`src/rtl/mult_feeder.sv`:
```
// Pairs a matrix-element stream with a vector-element stream for a multiplier pipe.
// Each side has its own FIFO. A pair issues whenever both FIFOs hold data and downstream is not stalled.
module mult_feeder #(
   parameter int ROW_WIDTH = 10,
   parameter int DEPTH_LOG = 4,
   parameter int AF_THRESH = 12
) (
   input  logic                 clk,
   input  logic                 rst,
   input  logic                 m_push_in,
   input  logic [ROW_WIDTH-1:0] m_row_in,
   input  logic [65:0]          m_val_in,
   output logic                 m_almost_full,
   input  logic                 v_push_in,
   input  logic [65:0]          v_val_in,
   output logic                 v_almost_full,
   input  logic                 stall_in,
   output logic                 push_out,
   output logic [ROW_WIDTH-1:0] row_out,
   output logic [65:0]          v0_out,
   output logic [65:0]          v1_out,
   output logic                 overflow,
   output logic [31:0]          pair_count
);

   localparam int DEPTH = 1 << DEPTH_LOG;
   localparam logic [DEPTH_LOG:0]   FULL_CNT = {1'b1, {DEPTH_LOG{1'b0}}};
   localparam logic [DEPTH_LOG:0]   ZERO_CNT = {(DEPTH_LOG+1){1'b0}};
   localparam logic [DEPTH_LOG:0]   ONE_CNT  = {{DEPTH_LOG{1'b0}}, 1'b1};
   localparam logic [DEPTH_LOG-1:0] ONE_PTR  = {{(DEPTH_LOG-1){1'b0}}, 1'b1};
   localparam logic [DEPTH_LOG:0]   AF_CNT   = (DEPTH_LOG+1)'(AF_THRESH);

   logic [ROW_WIDTH-1:0] m_row_mem [DEPTH];
   logic [65:0]          m_val_mem [DEPTH];
   logic [65:0]          v_val_mem [DEPTH];

   logic [DEPTH_LOG-1:0] m_wptr_q, m_wptr_d, m_rptr_q, m_rptr_d;
   logic [DEPTH_LOG-1:0] v_wptr_q, v_wptr_d, v_rptr_q, v_rptr_d;
   logic [DEPTH_LOG:0]   m_cnt_q, m_cnt_d, v_cnt_q, v_cnt_d;
   logic                 m_af_q, m_af_d, v_af_q, v_af_d;
   logic                 push_out_q, push_out_d;
   logic [ROW_WIDTH-1:0] row_out_q, row_out_d;
   logic [65:0]          v0_out_q, v0_out_d, v1_out_q, v1_out_d;
   logic                 overflow_q, overflow_d;
   logic [31:0]          pair_count_q, pair_count_d;

   logic issue_s, m_accept_s, v_accept_s;

   // Issue and push acceptance; a full queue takes a push only while it is popping.
   always_comb begin
      issue_s    = 1'b0;
      m_accept_s = 1'b0;
      v_accept_s = 1'b0;
      if (rst) begin
         issue_s    = 1'b0;
         m_accept_s = 1'b0;
         v_accept_s = 1'b0;
      end else begin
         issue_s    = (m_cnt_q != ZERO_CNT) && (v_cnt_q != ZERO_CNT) && !stall_in;
         m_accept_s = m_push_in && ((m_cnt_q != FULL_CNT) || issue_s);
         v_accept_s = v_push_in && ((v_cnt_q != FULL_CNT) || issue_s);
      end
   end

   // Next-state for pointers, counts, flags and the output pair register.
   always_comb begin
      m_wptr_d     = m_wptr_q;
      m_rptr_d     = m_rptr_q;
      v_wptr_d     = v_wptr_q;
      v_rptr_d     = v_rptr_q;
      m_cnt_d      = m_cnt_q;
      v_cnt_d      = v_cnt_q;
      push_out_d   = issue_s;
      row_out_d    = row_out_q;
      v0_out_d     = v0_out_q;
      v1_out_d     = v1_out_q;
      pair_count_d = pair_count_q;
      overflow_d   = overflow_q;

      if (m_accept_s) begin
         m_wptr_d = m_wptr_q + ONE_PTR;
      end else begin
         m_wptr_d = m_wptr_q;
      end
      if (v_accept_s) begin
         v_wptr_d = v_wptr_q + ONE_PTR;
      end else begin
         v_wptr_d = v_wptr_q;
      end

      if (issue_s) begin
         m_rptr_d     = m_rptr_q + ONE_PTR;
         v_rptr_d     = v_rptr_q + ONE_PTR;
         row_out_d    = m_row_mem[m_rptr_q];
         v0_out_d     = m_val_mem[m_rptr_q];
         v1_out_d     = v_val_mem[v_rptr_q];
         pair_count_d = pair_count_q + 32'd1;
      end else begin
         m_rptr_d     = m_rptr_q;
         v_rptr_d     = v_rptr_q;
         pair_count_d = pair_count_q;
      end

      case ({m_accept_s, issue_s})
         2'b10:   m_cnt_d = m_cnt_q + ONE_CNT;
         2'b01:   m_cnt_d = m_cnt_q - ONE_CNT;
         default: m_cnt_d = m_cnt_q;
      endcase
      case ({v_accept_s, issue_s})
         2'b10:   v_cnt_d = v_cnt_q + ONE_CNT;
         2'b01:   v_cnt_d = v_cnt_q - ONE_CNT;
         default: v_cnt_d = v_cnt_q;
      endcase

      if ((m_push_in && !m_accept_s) || (v_push_in && !v_accept_s)) begin
         overflow_d = !rst;
      end else begin
         overflow_d = overflow_q;
      end

      m_af_d = (m_cnt_d >= AF_CNT);
      v_af_d = (v_cnt_d >= AF_CNT);
   end

   // Queue storage; payload needs no reset since pointers gate every read.
   always_ff @(posedge clk) begin
      if (m_accept_s) begin
         m_row_mem[m_wptr_q] <= m_row_in;
         m_val_mem[m_wptr_q] <= m_val_in;
      end
      if (v_accept_s) begin
         v_val_mem[v_wptr_q] <= v_val_in;
      end
   end

   // Control and output state registers.
   always_ff @(posedge clk) begin
      if (rst) begin
         m_wptr_q     <= {DEPTH_LOG{1'b0}};
         m_rptr_q     <= {DEPTH_LOG{1'b0}};
         v_wptr_q     <= {DEPTH_LOG{1'b0}};
         v_rptr_q     <= {DEPTH_LOG{1'b0}};
         m_cnt_q      <= ZERO_CNT;
         v_cnt_q      <= ZERO_CNT;
         m_af_q       <= 1'b0;
         v_af_q       <= 1'b0;
         push_out_q   <= 1'b0;
         row_out_q    <= {ROW_WIDTH{1'b0}};
         v0_out_q     <= 66'd0;
         v1_out_q     <= 66'd0;
         overflow_q   <= 1'b0;
         pair_count_q <= 32'd0;
      end else begin
         m_wptr_q     <= m_wptr_d;
         m_rptr_q     <= m_rptr_d;
         v_wptr_q     <= v_wptr_d;
         v_rptr_q     <= v_rptr_d;
         m_cnt_q      <= m_cnt_d;
         v_cnt_q      <= v_cnt_d;
         m_af_q       <= m_af_d;
         v_af_q       <= v_af_d;
         push_out_q   <= push_out_d;
         row_out_q    <= row_out_d;
         v0_out_q     <= v0_out_d;
         v1_out_q     <= v1_out_d;
         overflow_q   <= overflow_d;
         pair_count_q <= pair_count_d;
      end
   end

   assign m_almost_full = m_af_q;
   assign v_almost_full = v_af_q;
   assign push_out      = push_out_q;
   assign row_out       = row_out_q;
   assign v0_out        = v0_out_q;
   assign v1_out        = v1_out_q;
   assign overflow      = overflow_q;
   assign pair_count    = pair_count_q;

endmodule

```
`config.mk`:
```
export PLATFORM = sky130hd
export DESIGN_NAME = mult_feeder
export DESIGN_NICKNAME = d
export VERILOG_FILES = /design/src/rtl/mult_feeder.sv
export SDC_FILE = /design/constraint.sdc
export NUM_CORES = 2
export LEC_CHECK = 0
export ABC_CLOCK_PERIOD_IN_PS = 21400
export CORE_AREA = 5 5 456 458
export CTS_CLUSTER_SIZE = 30
export DETAILED_ROUTE_END_ITERATION = 16
export DIE_AREA = 0 0 461 463
export PLACE_DENSITY = 0.7
export SYNTH_ARGS = -nofsm -noshare
export SYNTH_HDL_FRONTEND = slang
export SYNTH_SLANG_ARGS = --single-unit
export TNS_END_PERCENT = 100
```
`constraint.sdc`:
```
create_clock -name clk -period 21.4 [get_ports clk]
set_input_delay 4.28 -clock clk [delete_from_list [all_inputs] [get_ports clk]]
set_output_delay 4.28 -clock clk [all_outputs]
set_load 0.005 [all_outputs]
```
-- Word-level counts from Yosys, hierarchy flattened
Memories as Yosys holds them, arrays and structs flattened. A register that Yosys moved wholly into a read port is not among the register bits.
Cells that the tools add are included.
- memories kept: 3
- logic and storage cells: 55
- input port bits: 147
- register bits after elaboration: 62
- bits in writable memories: 2272
- memory list (name ; depth ; bits a word ; rd ports ; clocked after Yosys merged registers in ; write ports ; RTL line ; source):
    m_val_mem ; 16 ; 66 ; 1 ; 1 ; 1 ; 34 ; logic [65:0] m_val_mem [DEPTH];
    v_val_mem ; 16 ; 66 ; 1 ; 1 ; 1 ; 35 ; logic [65:0] v_val_mem [DEPTH];
    m_row_mem ; 16 ; 10 ; 1 ; 1 ; 1 ; 33 ; logic [ROW_WIDTH-1:0] m_row_mem [DEPTH];
- eq/ne operators: 6
- multiplexer cells: 9
- reduce and logical (&&, ||, !) cells: 15
- magnitude comparators: 2
- $add $sub $neg: 9
- operators with widths (operator ; number):
    adder 32 x 1 -> 32 bit, second input constant ; 1
    one-hot mux 5 bit (2 select lines) ; 2
    adder 4 x 1 -> 4 bit, second input constant ; 4
    adder 5 x 1 -> 5 bit, second input constant ; 2
    greater-or-equal comparator 5 x 4 -> 1 bit, second input constant ; 2
    inequality test 5 bit, second input constant ; 2
    nonzero test 5 bit ; 2
    subtractor 5 x 1 -> 5 bit, second input constant ; 2
    two-way mux 1 bit ; 7
    logical AND 1 bit ; 6
    equality test 2 x 1 -> 1 bit, second input constant ; 2
    equality test 2 bit, second input constant ; 2
    zero test 1 bit ; 4
    logical OR 1 bit ; 3

-- Depth between registers and ports, before layout
- depth after elaboration: 9
- depth in mapped cells: 15
- gate-level depth less buffers: 12

-- Least setup slack after synthesis
OpenSTA, ideal clock, no wires.
- path type: input-to-reg
- from: input port rst
- to: memory m_row_mem[3][0], enable pin
- arrival: 9.894 ns
- data required time: 20.796 ns
- slack: 10.902 ns
- cell stages on the path: 4
- path buffers: 1
- setup time: 0.604 ns
- path through: clkbuf_1 nor2b_1 o211ai_1 nor3_1
- word-level cells in the longest chain between the ends: 3
- ends and longest elaborated chain (item ; RTL line ; source):
    start: declaration ; 9 ; input logic rst,
    two-way mux 1 bit ; 54 ; if (rst) begin
    two-way mux 1 bit ; 127 ; if (m_accept_s) begin
    two-way mux 1 bit (implied by the code) ; 128 ; m_row_mem[m_wptr_q] <= m_row_in;
    end: declaration ; 33 ;
No other way between the ends.

-- Worst setup path after layout
- from: input port stall_in
- to: memory v_val_mem[12][60], enable pin
- word-level cells in the longest chain between the ends: 7
- ends and longest elaborated chain (item ; RTL line ; source):
    start: declaration ; 17 ; input logic stall_in,
    zero test 1 bit ; 59 ; issue_s = (m_cnt_q != ZERO_CNT) && (v_cnt_q != ZERO_CNT) && !stall_in;
    logical AND 1 bit ; 59 ;
    logical OR 1 bit ; 61 ; v_accept_s = v_push_in && ((v_cnt_q != FULL_CNT) || issue_s);
    logical AND 1 bit ; 61 ;
    two-way mux 1 bit ; 54 ;
    two-way mux 1 bit ; 131 ; if (v_accept_s) begin
    two-way mux 1 bit (implied by the code) ; 132 ; v_val_mem[v_wptr_q] <= v_val_in;
    end: declaration ; 35 ;
No other way between the ends.

==> impl_metrics.yaml <==
status:
  status: "finished clean"
logic_synthesis:
  synth_area_um2: 92700
  synth-async-reset-ratio: 0
  synth_warnings: 0
  synth-edff-count: 2272
  postSynthAreaPerCell_um2: 22.1
  synthTopCellsByArea: "edfxtp_1, mux4_2, dfxtp_1"
  yosys.cell_count.top_type: "edfxtp_1"
  ys_seq_area_frac: 0.780
  syn_inst: 4206
  synthTopCellsByCount: "edfxtp_1, mux4_2, dfxtp_1"
  synth_ff_type: "edfxtp_1"
  yosys.area.top_type: "edfxtp_1"
  yosys.area.top_type_share: 0.736
  synth_cell_types: 50
  synth_fp_nets: 4370
  ys_ff_latch: 2476
worst_setup_path:
  cp_cell_sequence: "clkdlybuf4s50_1 > a21o_1 > a21oi_1 > nand2_1 > nor2_4 > buf_4"
  slowest_delay_ns: 0.76
  cp-end-kind: "register"
  crit_start: "stall_in"
  worstPathMaxFanout: 44
  r2r-start: "m_rptr_q[0]"
  arrival_ns: 7.75
  critical_path_class: "primary input to register"
  worstPathRequired_ns: 21.86
  crit_slowest_cell: "nor2_4"
  cp-start-kind: "primary input"
power_and_ir_drop:
  pwr-share-seq: 0.541
  p_comb_frac: 0.032
  peakVddDrop_mv: 0.0848
  swShare: 0.199
  totalPowerFinal_uw: 9870
  power_frac_clock: 0.427
  powerDensity_nw_per_um2: 92.1
  p_leak_uw: 0.0321
  p_int_uw: 7900
  p_switching_uw: 1970
final_layout:
  syn2layout_area_growth_pct: 15.6
  layout-drive-gt1-share: 0.220
  register_area_um2: 72300
  nets: 4757
  multi_input_comb_area_um2: 19600
  fill_cells: 15400
  fin_area_um2: 107000
clock_tree:
  post_cts_buffers: 0
  insertion_delay_ns: 0.86
  cts.sinks: 2476
  cts_hold_buf: 0
  cts_made_buffers: 236
  path_clk_slew_ns: 0.06
  cts_tree: "done"
  h-tree-depth: 4
  clockRootBuffer: "clkbuf_16"
  clock_path_buffers: 3
  ctsResizeCount: 0
hold_path:
  hold_class: "register to register"
  hold_start: "v1_out[11]"
global_route:
  gr-usage-met1: 0.262
  grt_use_total: 0.190
  antenna_found_initial: 35
  grt_start_max_net_pins: 137
  grt_overflow: 0
  grt_use_met2: 0.314
  busiest_layer: "met2"
  grt_pass1_wl_um: 303000
  first_global_vias: 44900
  use_met3: 0.0387
timing:
  maxSlewHeadroom: 0.196
  grt_setup_unrepaired: "no"
  hold_violations: 0
  setup_viol: 0
  tns_ns: 0
  slew_viol_final: 0
  worstMarginPinSlew_ns: 1.21
  period_share: 0.341
  finalClockSkew_ns: 0.0443
  period_needed_ns: 7.29
  max_freq_ghz: 0.137
route:
  drtPass1Iterations: 5
  drc_errors: 0
  vias: 44100
  routedWlPerCell_um: 27.4
  ant_nets: 0
  wirelength_um: 206000
  drt-initial-drc-count: 4126
  routed_via_density: 5.87
place:
  place_hpwl_um: 113000
  io_buffers: 324
  placed_area_um2: 99200
  gp_congestion: 0.775
run:
  drv_cap: 0
floorplanning:
  num_io_pins: 325
  coreArea_um2: 204000
  rows: 166
  start_util: 0.456
  die_area_um2: 213000
  die_x_um: 461
  dieHeight_um: 463
-- per-stage QoR --
stage	cells	utilization	hold slack, ns	setup slack (ns)
floorplan	4206	-	0.466	10.90
global placement	7043	0.487	0.459	13.33
detailed placement	7043	0.487	0.463	13.30
CTS	7494	0.526	0.482	14.22
global route	7499	0.526	0.495	14.04
finish	7513	0.527	0.475	14.11
-- registers in the layout, summed over array words and instances (netlist names), 4 cells and up --
| register | flops |
|---|---|
| v_cnt_q | 5 |
| pair_count | 32 |
| m_val_mem | 1056 |
| v0_out | 66 |
| m_wptr_q | 4 |
| m_cnt_q | 5 |
| m_rptr_q | 4 |
| v_rptr_q | 4 |
| v_wptr_q | 4 |
| v1_out | 66 |
| m_row_mem | 160 |
| row_out | 10 |
| v_val_mem | 1056 |
-- kinds of logic after synthesis --
group                    share of synthesized area
AO/OA/AOI/OAI                               0.0360
XOR/XNOR                                   0.00406
adder cells (fa/ha/maj)                    0.00229
buffers and inverters                       0.0116
flip-flops                                   0.780
multiplexers                                 0.154
AND/OR/NAND/NOR                             0.0121
-- critical path, delay by kind of cell --
family | cells | cell delay [ns]
buffers and inverters | 2 | 1.23
AND/OR/NAND/NOR | 2 | 1.16
AO/OA/AOI/OAI | 2 | 1.01
-- area by class of cell --
class / instances / share of cell area
repair buffers: 395 / 0.0358
flip-flops and latches: 2476 / 0.675
multi-input cells: 1470 / 0.183
well taps: 2688 / 0.0314
clock inverters: 137 / 0.0141
clock buffers: 314 / 0.0600
inverters: 14 / 0.000490
diodes: 19 / 0.000444
-- power groups by stage --
stage | combinational (uW) | sequential, uW | clock, uW
5_1_grt | 340 | 5340 | 4490
3_3_place_gp | 312 | 5440 | 0
3_5_place_dp | 319 | 5440 | 0
4_1_cts | 320 | 5340 | 4290
2_1_floorplan | 164 | 5440 | 0
6_report | 314 | 5340 | 4220
-- final timing paths --
| check | cells after the start | end | slack (ns) |
|---|---|---|---|
| min reg2reg | 1 | v1_out[11] | 0.48 |
| max | 6 | v_val_mem[12][60] | 14.11 |
| min | 1 | v1_out[11] | 0.48 |
| max reg2reg | 7 | v0_out[49] | 17.19 |
-- cells in the final DEF (no fill, tap or decap), types with 28 or more instances in the layout --
cell type / count
clkinv_1: 31
nor2_1: 51
a22oi_1: 130
a22o_1: 142
dfxtp_1: 196
clkbuf_16: 239
mux2i_1: 150
clkdlybuf4s50_1: 323
buf_4: 66
clkinv_2: 51
mux4_2: 568
edfxtp_1: 2272
o21ai_0: 137
clkbuf_1: 58
a21oi_1: 35
bufinv_16: 28
-- metal layers --
layer / up-vias / routed length (um)
li1: 18600 / -
met1: 23500 / 83800
met2: 1670 / 103000
met3: 299 / 14600
met4: 14 / 4450
met5: - / 89
Note: power is estimated with default switching activity, not from simulation.
